File: src/rtl/discferret_pkg.sv
// Shared definitions for the disc write path: stream byte codes, FSM state
// encoding and the byte-to-interval decode.
package discferret_pkg;

    localparam logic [7:0] WR_CARRY      = 8'h7F;
    localparam logic [7:0] WR_WAIT_INDEX = 8'h80;
    localparam logic [7:0] WR_END        = 8'hFF;

    typedef enum logic [2:0] {
        ST_IDLE     = 3'd0,
        ST_PREFETCH = 3'd1,
        ST_ARM      = 3'd2,
        ST_WRITE    = 3'd3,
        ST_FLUSH    = 3'd4
    } wr_state_e;

    // Interval in clock ticks for a stream byte. 0x00 behaves as 0x01 and the
    // reserved codes (bit 7 set) become a single-tick no-op.
    function automatic logic [6:0] wr_ticks(input logic [7:0] b);
        if (b[7] || (b[6:0] == 7'd0)) begin
            return 7'd1;
        end
        return b[6:0];
    endfunction

endpackage

File: src/rtl/write_pulse_gen.sv
// Write pulse stretcher: holds the active-low write data line low for
// PULSE_WIDTH cycles after a start; a new start reloads the width.
module write_pulse_gen #(
    parameter int PULSE_WIDTH = 10
) (
    input  logic clk_i,
    input  logic rst_i,
    input  logic start_i,
    input  logic kill_i,
    output logic wrdata_n_o,
    output logic busy_o
);

    localparam logic [5:0] PW = 6'(PULSE_WIDTH);

    logic [5:0] cnt_q, cnt_d;
    logic       low_q, low_d;

    always_comb begin
        cnt_d = cnt_q;
        low_d = low_q;
        if (kill_i) begin
            cnt_d = 6'd0;
            low_d = 1'b0;
        end else if (start_i) begin
            cnt_d = PW;
            low_d = 1'b1;
        end else if (cnt_q != 6'd0) begin
            cnt_d = cnt_q - 6'd1;
            low_d = (cnt_q != 6'd1);
        end
    end

    always_ff @(posedge clk_i or posedge rst_i) begin
        if (rst_i) begin
            cnt_q <= 6'd0;
            low_q <= 1'b0;
        end else begin
            cnt_q <= cnt_d;
            low_q <= low_d;
        end
    end

    assign wrdata_n_o = ~low_q;
    assign busy_o     = low_q;

endmodule

File: src/rtl/disc_writer.sv
// Disc write engine: prefetches timing bytes from SRAM, decodes them into
// flux-transition intervals and drives the drive's write data and write gate.
module disc_writer
    import discferret_pkg::*;
#(
    parameter int PULSE_WIDTH = 10,
    parameter int SYNC_STAGES = 2
) (
    input  logic       CLOCK,
    input  logic       RESET,
    input  logic       START,
    input  logic       ABORT,
    input  logic       START_ON_INDEX,
    input  logic       FD_INDEX_IN,
    input  logic       FD_WRPROT_IN,
    output logic       MEM_RD_REQ,
    input  logic       MEM_RD_ACK,
    input  logic [7:0] MEM_DATA,
    input  logic       MEM_END,
    output logic       FD_WRDATA,
    output logic       FD_WRGATE,
    output logic       WRITING,
    output logic       ERR_UNDERRUN,
    output logic       ERR_WRPROT
);

    logic [SYNC_STAGES-1:0] idx_sync_q, wp_sync_q;
    logic                   idx_prev_q;
    logic                   idx_event, wp_active;

    wr_state_e  state_q, state_d;
    logic [6:0] cnt_q, cnt_d;
    logic [7:0] cur_q, cur_d;
    logic [7:0] nxt_q, nxt_d;
    logic       nxt_valid_q, nxt_valid_d;
    logic       end_seen_q, end_seen_d;
    logic       req_q, req_d;
    logic       gate_q, gate_d;
    logic       writing_q, writing_d;
    logic       err_u_q, err_u_d;
    logic       err_w_q, err_w_d;

    logic pulse_start, kill, do_load, terminal, in_run, pulse_busy;

    always_ff @(posedge CLOCK or posedge RESET) begin
        if (RESET) begin
            idx_sync_q <= '1;
            wp_sync_q  <= '1;
            idx_prev_q <= 1'b1;
        end else begin
            idx_sync_q[0] <= FD_INDEX_IN;
            wp_sync_q[0]  <= FD_WRPROT_IN;
            for (int i = 1; i < SYNC_STAGES; i++) begin
                idx_sync_q[i] <= idx_sync_q[i-1];
                wp_sync_q[i]  <= wp_sync_q[i-1];
            end
            idx_prev_q <= idx_sync_q[SYNC_STAGES-1];
        end
    end

    assign idx_event = idx_prev_q & ~idx_sync_q[SYNC_STAGES-1];
    assign wp_active = ~wp_sync_q[SYNC_STAGES-1];

    always_comb begin
        state_d     = state_q;
        cnt_d       = cnt_q;
        cur_d       = cur_q;
        nxt_d       = nxt_q;
        nxt_valid_d = nxt_valid_q;
        end_seen_d  = end_seen_q;
        err_u_d     = err_u_q;
        err_w_d     = err_w_q;
        pulse_start = 1'b0;
        kill        = 1'b0;
        do_load     = 1'b0;
        terminal    = 1'b0;

        // A fetch only lands in the buffer while a request is outstanding
        // and a write is in progress; late acknowledges fall through.
        if (MEM_RD_ACK && req_q && (state_q != ST_IDLE)) begin
            nxt_d       = MEM_DATA;
            nxt_valid_d = 1'b1;
            if (MEM_DATA == WR_END) begin
                end_seen_d = 1'b1;
            end
        end

        case (state_q)
            ST_IDLE: begin
                if (START && !ABORT) begin
                    err_u_d = 1'b0;
                    err_w_d = 1'b0;
                    if (wp_active) begin
                        err_w_d = 1'b1;
                    end else begin
                        state_d = ST_PREFETCH;
                    end
                end
            end
            ST_PREFETCH: begin
                if (nxt_valid_q) begin
                    state_d = ST_ARM;
                end else if (MEM_END) begin
                    state_d = ST_IDLE;
                end
            end
            ST_ARM: begin
                if (!START_ON_INDEX || idx_event) begin
                    do_load = 1'b1;
                end
            end
            ST_WRITE: begin
                terminal = (cur_q == WR_WAIT_INDEX) ? idx_event : (cnt_q == 7'd1);
                if (terminal) begin
                    pulse_start = ~cur_q[7] && (cur_q != WR_CARRY);
                    if (nxt_valid_q) begin
                        do_load = 1'b1;
                    end else begin
                        err_u_d = err_u_q | ~MEM_END;
                        state_d = ST_FLUSH;
                    end
                end else if (cur_q != WR_WAIT_INDEX) begin
                    cnt_d = cnt_q - 7'd1;
                end
            end
            ST_FLUSH: begin
                if (!pulse_busy) begin
                    state_d = ST_IDLE;
                end
            end
            default: state_d = ST_IDLE;
        endcase

        if (do_load) begin
            cur_d       = nxt_q;
            cnt_d       = wr_ticks(nxt_q);
            nxt_valid_d = 1'b0;
            state_d     = (nxt_q == WR_END) ? ST_FLUSH : ST_WRITE;
        end

        if (state_q != ST_IDLE) begin
            if (wp_active) begin
                err_w_d = 1'b1;
                kill    = 1'b1;
                state_d = ST_IDLE;
            end
            if (ABORT) begin
                kill    = 1'b1;
                state_d = ST_IDLE;
            end
        end

        // Whatever path leads back to IDLE, the next write starts with an empty buffer.
        if (state_d == ST_IDLE) begin
            nxt_valid_d = 1'b0;
            end_seen_d  = 1'b0;
        end
    end

    assign in_run = (state_d == ST_PREFETCH) || (state_d == ST_ARM) || (state_d == ST_WRITE);

    always_comb begin
        req_d = 1'b0;
        if (in_run) begin
            req_d = req_q ? ~MEM_RD_ACK
                          : (~nxt_valid_d & ~end_seen_d & ~MEM_END);
        end
        gate_d    = ~((state_d == ST_ARM) || (state_d == ST_WRITE) || (state_d == ST_FLUSH));
        writing_d = (state_d != ST_IDLE);
    end

    always_ff @(posedge CLOCK or posedge RESET) begin
        if (RESET) begin
            state_q     <= ST_IDLE;
            cnt_q       <= 7'd0;
            cur_q       <= 8'd0;
            nxt_q       <= 8'd0;
            nxt_valid_q <= 1'b0;
            end_seen_q  <= 1'b0;
            req_q       <= 1'b0;
            gate_q      <= 1'b1;
            writing_q   <= 1'b0;
            err_u_q     <= 1'b0;
            err_w_q     <= 1'b0;
        end else begin
            state_q     <= state_d;
            cnt_q       <= cnt_d;
            cur_q       <= cur_d;
            nxt_q       <= nxt_d;
            nxt_valid_q <= nxt_valid_d;
            end_seen_q  <= end_seen_d;
            req_q       <= req_d;
            gate_q      <= gate_d;
            writing_q   <= writing_d;
            err_u_q     <= err_u_d;
            err_w_q     <= err_w_d;
        end
    end

    write_pulse_gen #(
        .PULSE_WIDTH(PULSE_WIDTH)
    ) u_pulse (
        .clk_i      (CLOCK),
        .rst_i      (RESET),
        .start_i    (pulse_start),
        .kill_i     (kill),
        .wrdata_n_o (FD_WRDATA),
        .busy_o     (pulse_busy)
    );

    assign MEM_RD_REQ   = req_q;
    assign FD_WRGATE    = gate_q;
    assign WRITING      = writing_q;
    assign ERR_UNDERRUN = err_u_q;
    assign ERR_WRPROT   = err_w_q;

endmodule

File: config.mk
export PLATFORM = sky130hd
export DESIGN_NAME = disc_writer
export DESIGN_NICKNAME = d
export VERILOG_FILES = /design/src/rtl/discferret_pkg.sv /design/src/rtl/write_pulse_gen.sv /design/src/rtl/disc_writer.sv
export SDC_FILE = /design/constraint.sdc
export NUM_CORES = 1
export LEC_CHECK = 0
export BUFFER_PORTS_ARGS = -buffer_cell sky130_fd_sc_hd__buf_4
export CORE_MARGIN = 2
export CORE_UTILIZATION = 55
export DETAILED_ROUTE_END_ITERATION = 8
export PLACE_DENSITY = 0.75
export RECOVER_POWER = 25
export SYNTH_ARGS = -nofsm -noshare
export SYNTH_HDL_FRONTEND = slang
export SYNTH_SLANG_ARGS = --single-unit
File: constraint.sdc
create_clock -name CLOCK -period 2.1 [get_ports CLOCK]
set_input_delay 0.525 -clock CLOCK [delete_from_list [all_inputs] [get_ports CLOCK]]
set_output_delay 0.525 -clock CLOCK [all_outputs]
set_load 0.01 [all_outputs]
Yosys cells after proc, flatten, opt, wreduce, memory -nomap -nowiden

Cells that the tools add are included.

Bitwise gates (word level): 12
Multiplexer cells: 53
Equal/unequal tests: 19
$add $sub $neg: 2
Reduce and logical (&&, ||, !) cells: 24

Operator list:

| cell                  | count |
|---|---|
| $mux W7               | 6 |
| $mux W3               | 12 |
| $mux W1               | 29 |
| $eq A8 B8 Y1 const B  | 3 |
| $mux W6               | 3 |
| $pmux W3 S5           | 1 |
| $eq A3 B2 Y1 const B  | 4 |
| $reduce_bool A3 Y1    | 3 |
| $ne A2 B2 Y1 const B  | 4 |
| $ne A8 B7 Y1 const B  | 1 |
| $ne A8 B8 Y1 const B  | 1 |
| $not A1 Y1            | 8 |
| $eq A7 B1 Y1 const B  | 1 |
| $logic_not A7 Y1      | 1 |
| $sub A7 B1 Y7 const B | 1 |
| $eq A3 B1 Y1 const B  | 2 |
| $eq A3 B3 Y1 const B  | 2 |
| $logic_not A3 Y1      | 2 |
| $logic_or A1 B1 Y1    | 6 |
| $ne A6 B1 Y1 const B  | 1 |
| $reduce_bool A2 Y1    | 3 |
| $reduce_bool A6 Y1    | 1 |
| $sub A6 B1 Y6 const B | 1 |
| $logic_and A1 B1 Y1   | 4 |
| other kinds (6)       | 10 |

Bits of input ports: 17
Output and inout port bits: 6
Word-level logic and storage cells: 126
Register bits: 45

Depth between registers and ports, before layout

Depth after elaboration: 16
Gate-level depth with buffers: 8
Gate-level depth less buffers: 7

By module

From an unflattened synthesis, not the netlist that was laid out.

Cell total of the unflattened synthesis: 233
Area, all modules: 2357.3 um^2

Modules (own cells, without submodules):

| module          | cells each | sequential area each (um^2) | area an instance (um^2) | instances |
|---|---|---|---|---|
| disc_writer     | 192        | 958.4                       | 1949.4                  | 1 |
| write_pulse_gen | 41         | 175.2                       | 407.9                   | 1 |

Least setup slack after synthesis

OpenSTA, ideal clock, no wires.

Path kind: register to register
From: register cur_q[1]
To: register state_q[1]
Arrival time: 1658 ps
Period minus slack after synthesis: 1737 ps
Buffers on the path: 0
Library setup time: 79 ps
Path slack: 363 ps
Data required time: 2021 ps
Stages on the path, launching flop included: 7
Cells stage by stage: dfrtp_1 nor4b_4 and2_4 o21ai_4 a31o_4 or3_1 a21oi_1

Longest elaborated chain between the ends: 8
Elaborated cells between the ends (all ways): 10
Those cells by class: 1 x eq/ne; 9 x mux

Ends and longest elaborated chain:

| element                                    | line               | source |
|---|---|---|
| start: declaration                         | disc_writer.sv:33  | `logic [7:0] cur_q, cur_d;` |
| start signal: assignment                   | disc_writer.sv:188 | `cur_q <= cur_d;` |
| $eq A8 B8 Y1 (*)                           | disc_writer.sv:113 | `terminal = (cur_q == WR_WAIT_INDEX) ? idx_event : (cnt_q == 7'd1);` |
| $mux W1 (*)                                | disc_writer.sv:113 |  |
| $mux W3 or $mux W1 (tied branches)         | disc_writer.sv:114 | `if (terminal) begin` |
| $pmux W3 S5 or $pmux W1 S2 (tied branches) | disc_writer.sv:88  | `case (state_q)` |
| $mux W3 (*)                                | disc_writer.sv:134 | `if (do_load) begin` |
| $mux W3                                    | disc_writer.sv:142 | `if (wp_active) begin` |
| $mux W3                                    | disc_writer.sv:147 | `if (ABORT) begin` |
| $mux W3 (*)                                | disc_writer.sv:141 | `if (state_q != ST_IDLE) begin` |
| via state_d[1]                             | disc_writer.sv:31  | `wr_state_e state_q, state_d;` |
| end signal: assignment                     | disc_writer.sv:186 | `state_q <= state_d;` |
| end: declaration                           | disc_writer.sv:31  |  |

Mark *: on every way through the listed nets, which the timed path passes. The rest lies on a longest branch.
A chain may end at the register's enable or synchronous reset.

Final worst setup path

From: register cur_q[1]
To: register nxt_valid_q

Longest elaborated chain between the ends: 10
Elaborated cells between the ends (all ways): 13
Those cells by class: 1 x eq/ne; 11 x mux; 1 x reduce/logical

Ends and longest elaborated chain:

| element                                    | line               | source |
|---|---|---|
| $eq A8 B8 Y1 (*)                           | disc_writer.sv:113 |  |
| $mux W1 (*)                                | disc_writer.sv:113 |  |
| $mux W3 or $mux W1 (tied branches)         | disc_writer.sv:114 |  |
| $pmux W3 S5 or $pmux W1 S2 (tied branches) | disc_writer.sv:88  |  |
| $mux W3                                    | disc_writer.sv:134 |  |
| $mux W3                                    | disc_writer.sv:142 |  |
| $mux W3                                    | disc_writer.sv:147 |  |
| $mux W3                                    | disc_writer.sv:141 |  |
| $logic_not A3 Y1                           | disc_writer.sv:154 | `if (state_d == ST_IDLE) begin` |
| $mux W1 (*)                                | disc_writer.sv:154 |  |
| via nxt_valid_d                            | disc_writer.sv:35  | `logic nxt_valid_q, nxt_valid_d;` |
| end signal: assignment                     | disc_writer.sv:190 | `nxt_valid_q <= nxt_valid_d;` |
| end: declaration                           | disc_writer.sv:35  |  |

Marked as above.

==> impl_metrics.env <==
export IMPL_grt_max_degree=21
export IMPL_fin_total_pwr_mw=3.76
export IMPL_io_pins=23
export IMPL_post_place_ws_ps=154
export IMPL_ys_flop_type="dfrtp_1"
export IMPL_place_congestion=0.931
export IMPL_die_w_um=67.8
export IMPL_hold_violations=0
export IMPL_antennaDiodeCount=0
export IMPL_drv_cap=0
export IMPL_overflow=0
export IMPL_drcViolationCount=0
export IMPL_io_buffer_count=22
export IMPL_htreeDepth=2
export IMPL_cts_hold_buffers=0
export IMPL_clkSlewWorstSetupHoldPaths_ps=80
export IMPL_p_leak_nw=1.17
export IMPL_ys_seq_elements=45
export IMPL_worstPathArrival_ps=2160
export IMPL_wl_met3_um=208
export IMPL_wl_met2_um=2180
export IMPL_finalMaxSlewViolations=0
export IMPL_status="complete, no violations"
export IMPL_via_per_inst=5.72
export IMPL_die_area_um2=4590
export IMPL_r2r_slack_ps=130
export IMPL_min_path_type="input pin to async pin"
export IMPL_whs_ps=246
export IMPL_clk_latency_ps=300
export IMPL_cts_sinks=45
export IMPL_clock_skew_final_ps=4.94
export IMPL_drive_above_1_share=0.245
export IMPL_vias=1710
export IMPL_drtAntennaViolNets=0
export IMPL_m1WireLength_um=2140
export IMPL_post_route_period_util=0.937
export IMPL_routed_top_layer="met4"
export IMPL_cts_tree="yes"
export IMPL_syn_cell_area_um2=2240
export IMPL_cp_start_kind="flop"
export IMPL_yosysWarnings=0
export IMPL_fin_nets=269
export IMPL_syn_inst=217
export IMPL_worst_pin_slew_ps=717
export IMPL_grt_pass1_wl_um=7790
export IMPL_worst_path_max_fanout=5
export IMPL_clock_root_buffer="clkbuf_8"
export IMPL_firstDrtPassIters=4
export IMPL_dp_hpwl_um=3410
export IMPL_max_slew_margin=0.522
export IMPL_synth_distinct_cells=44
export IMPL_initial_core_util=0.567
export IMPL_grt_pass1_vias=1626
export IMPL_end_kind="flop"
export IMPL_ir_worst_vdd_v=0.000976
export IMPL_num_rows=23
export IMPL_async_reset_ff_frac=1.00
export IMPL_max_freq_mhz=508
export IMPL_synth_nets=238
export IMPL_drt_initial_drc_count=81
export IMPL_p_per_area_nw_per_um2=1440
export IMPL_worstPathRequired_ps=2290
export IMPL_die_h_um=67.8
export IMPL_fin_crit_ps=1970
export IMPL_worstSetupPathType="flop to flop"
export IMPL_grtUsageTotal=0.230
export IMPL_rsz0062_at_grt="yes"
export IMPL_numCtsBuffers=5
export IMPL_areaGrowthSynthToFinish_pct=16.5
export IMPL_core_area_um2=3940
export IMPL_seq_area_frac_synth=0.507
export IMPL_setup_violations_final=0
export IMPL_avgSynthCellArea_um2=10.3
export IMPL_wirelength_um=4600
export IMPL_wl_per_cell_um=15.4
export IMPL_antenna_found_initial=0
export IMPL_clockBufferDepth=2
export IMPL_synth_edf_count=0
export IMPL_layout_setup_ws_ps=133
==> what timing repair did <==
item	CTS	global route
resized for setup	0	1
endpoints found under the setup margin	0	1
setup buffers	0	0
==> sequential cells by signal, summed over array words and instances, names as in the netlist <==
signal	count
state_q	3
end_seen_q	1
u_pulse.cnt_q	6
FD_WRGATE	1
MEM_RD_REQ	1
wp_sync_q	2
ERR_WRPROT	1
idx_sync_q	2
ERR_UNDERRUN	1
nxt_q	8
WRITING	1
nxt_valid_q	1
u_pulse.busy_o	1
cnt_q	7
idx_prev_q	1
cur_q	8
==> where the power goes <==
group | switching [mW] | total [mW] | leakage (nW) | internal, mW
clock network | 0.288 | 0.674 | 0.0574 | 0.387
logic | 0.775 | 1.46 | 0.555 | 0.687
registers | 0.405 | 1.63 | 0.562 | 1.22
==> routing by layer <==
layer  track usage  vias to the layer above
met2         0.357                       43
li1              -                      839
met1         0.322                      817
met4        0.0714                        0
met3        0.0533                       11
met5             0                        -
==> metrics by stage <==
stage	utilization	instances	setup TNS [ps]	instance area [um^2]
floorplan	-	217	0	2240
global placement	0.630	291	0	2480
detailed placement	0.630	291	0	2480
CTS	0.660	299	0	2600
global route	0.660	299	-17.1	2600
finish	0.660	299	0	2600
==> final timing paths <==
kind / startpoint / to / cells past startpoint
max: cur_q[1]$_DFFE_PP0P_ / nxt_valid_q$_DFF_PP0_ / 6
min: RESET / MEM_RD_REQ$_DFF_PP0_ / 2
max reg2reg: cur_q[1]$_DFFE_PP0P_ / nxt_valid_q$_DFF_PP0_ / 6
min reg2reg: idx_sync_q[0]$_DFF_PP1_ / idx_sync_q[1]$_DFF_PP1_ / 0
max in group asynchronous: RESET / FD_WRGATE$_DFF_PP1_ / 3
min in group CLOCK: FD_INDEX_IN / idx_sync_q[0]$_DFF_PP1_ / 1
==> Yosys cell counts (2+ instances only) <==
master / number / area [um^2]
a21oi_1: 11 / 55.1
nand3b_1: 9 / 67.6
inv_1: 11 / 41.3
o211ai_1: 3 / 22.5
nand4_1: 5 / 31.3
or3_1: 2 / 12.5
nand3_1: 5 / 25.0
ha_1: 4 / 50.1
dfstp_2: 6 / 158
nand2b_1: 3 / 18.8
nor4_1: 2 / 12.5
nor2_1: 11 / 41.3
buf_4: 3 / 22.5
a31oi_1: 5 / 31.3
or4_1: 2 / 15.0
and3_1: 3 / 18.8
buf_2: 2 / 10.0
dfrtp_1: 39 / 976
xor2_1: 5 / 43.8
o21ai_0: 9 / 45.0
a41oi_1: 2 / 17.5
mux2_2: 9 / 101
xnor2_1: 2 / 17.5
nand2_1: 33 / 124
nor3_1: 12 / 60.1
==> critical path, stage by stage (launching register included) <==
cell and delay [ps]:
dfrtp_1 430, nor4b_4 340, and2_4 220, o21ai_4 80, a31oi_2 310, a31oi_1 200, nor4_1 280
==> final cells by class <==
type | instances | area (um^2)
clock inverter | 2 | 37.5
clock buffer | 6 | 82.6
multi-input combinational | 156 | 1030
inverter | 11 | 41.3
tap | 50 | 62.6
sequential | 45 | 1130
fill | 306 | 1340
timing repair buffer | 29 | 218
==> cells in the final DEF, fill, tap and decap left out, drive strengths merged, types with 2 or more instances in the layout <==
cell and n:
and3 3, xor2 5, nand2b 3, a21oi 11, or4 2, a31oi 6
nand2 33, inv 10, or3 2, clkbuf 9, nor4 4, o211ai 3
xnor2 2, nand4 5, nor3 12, nand3b 10, mux2 9, nand3 5
dfrtp 39, o21ai 10, a41oi 2, dfstp 6, ha 4, buf 26
nor2 11
==> logic make-up (layout without fill, tap and decap cells) <==
logic type / after synthesis / in the layout / synth area share
DFF: 45 / 45 / 0.507
buffers and inverters: 16 / 48 / 0.0330
AOI/OAI and AO/OA: 40 / 40 / 0.125
xor gates and xnor gates: 7 / 7 / 0.0274
adders and majority gates: 4 / 4 / 0.0224
and+or+nand+nor: 96 / 96 / 0.240
muxes: 9 / 9 / 0.0453
No activity file was read; power rests on OpenSTA's default activity.
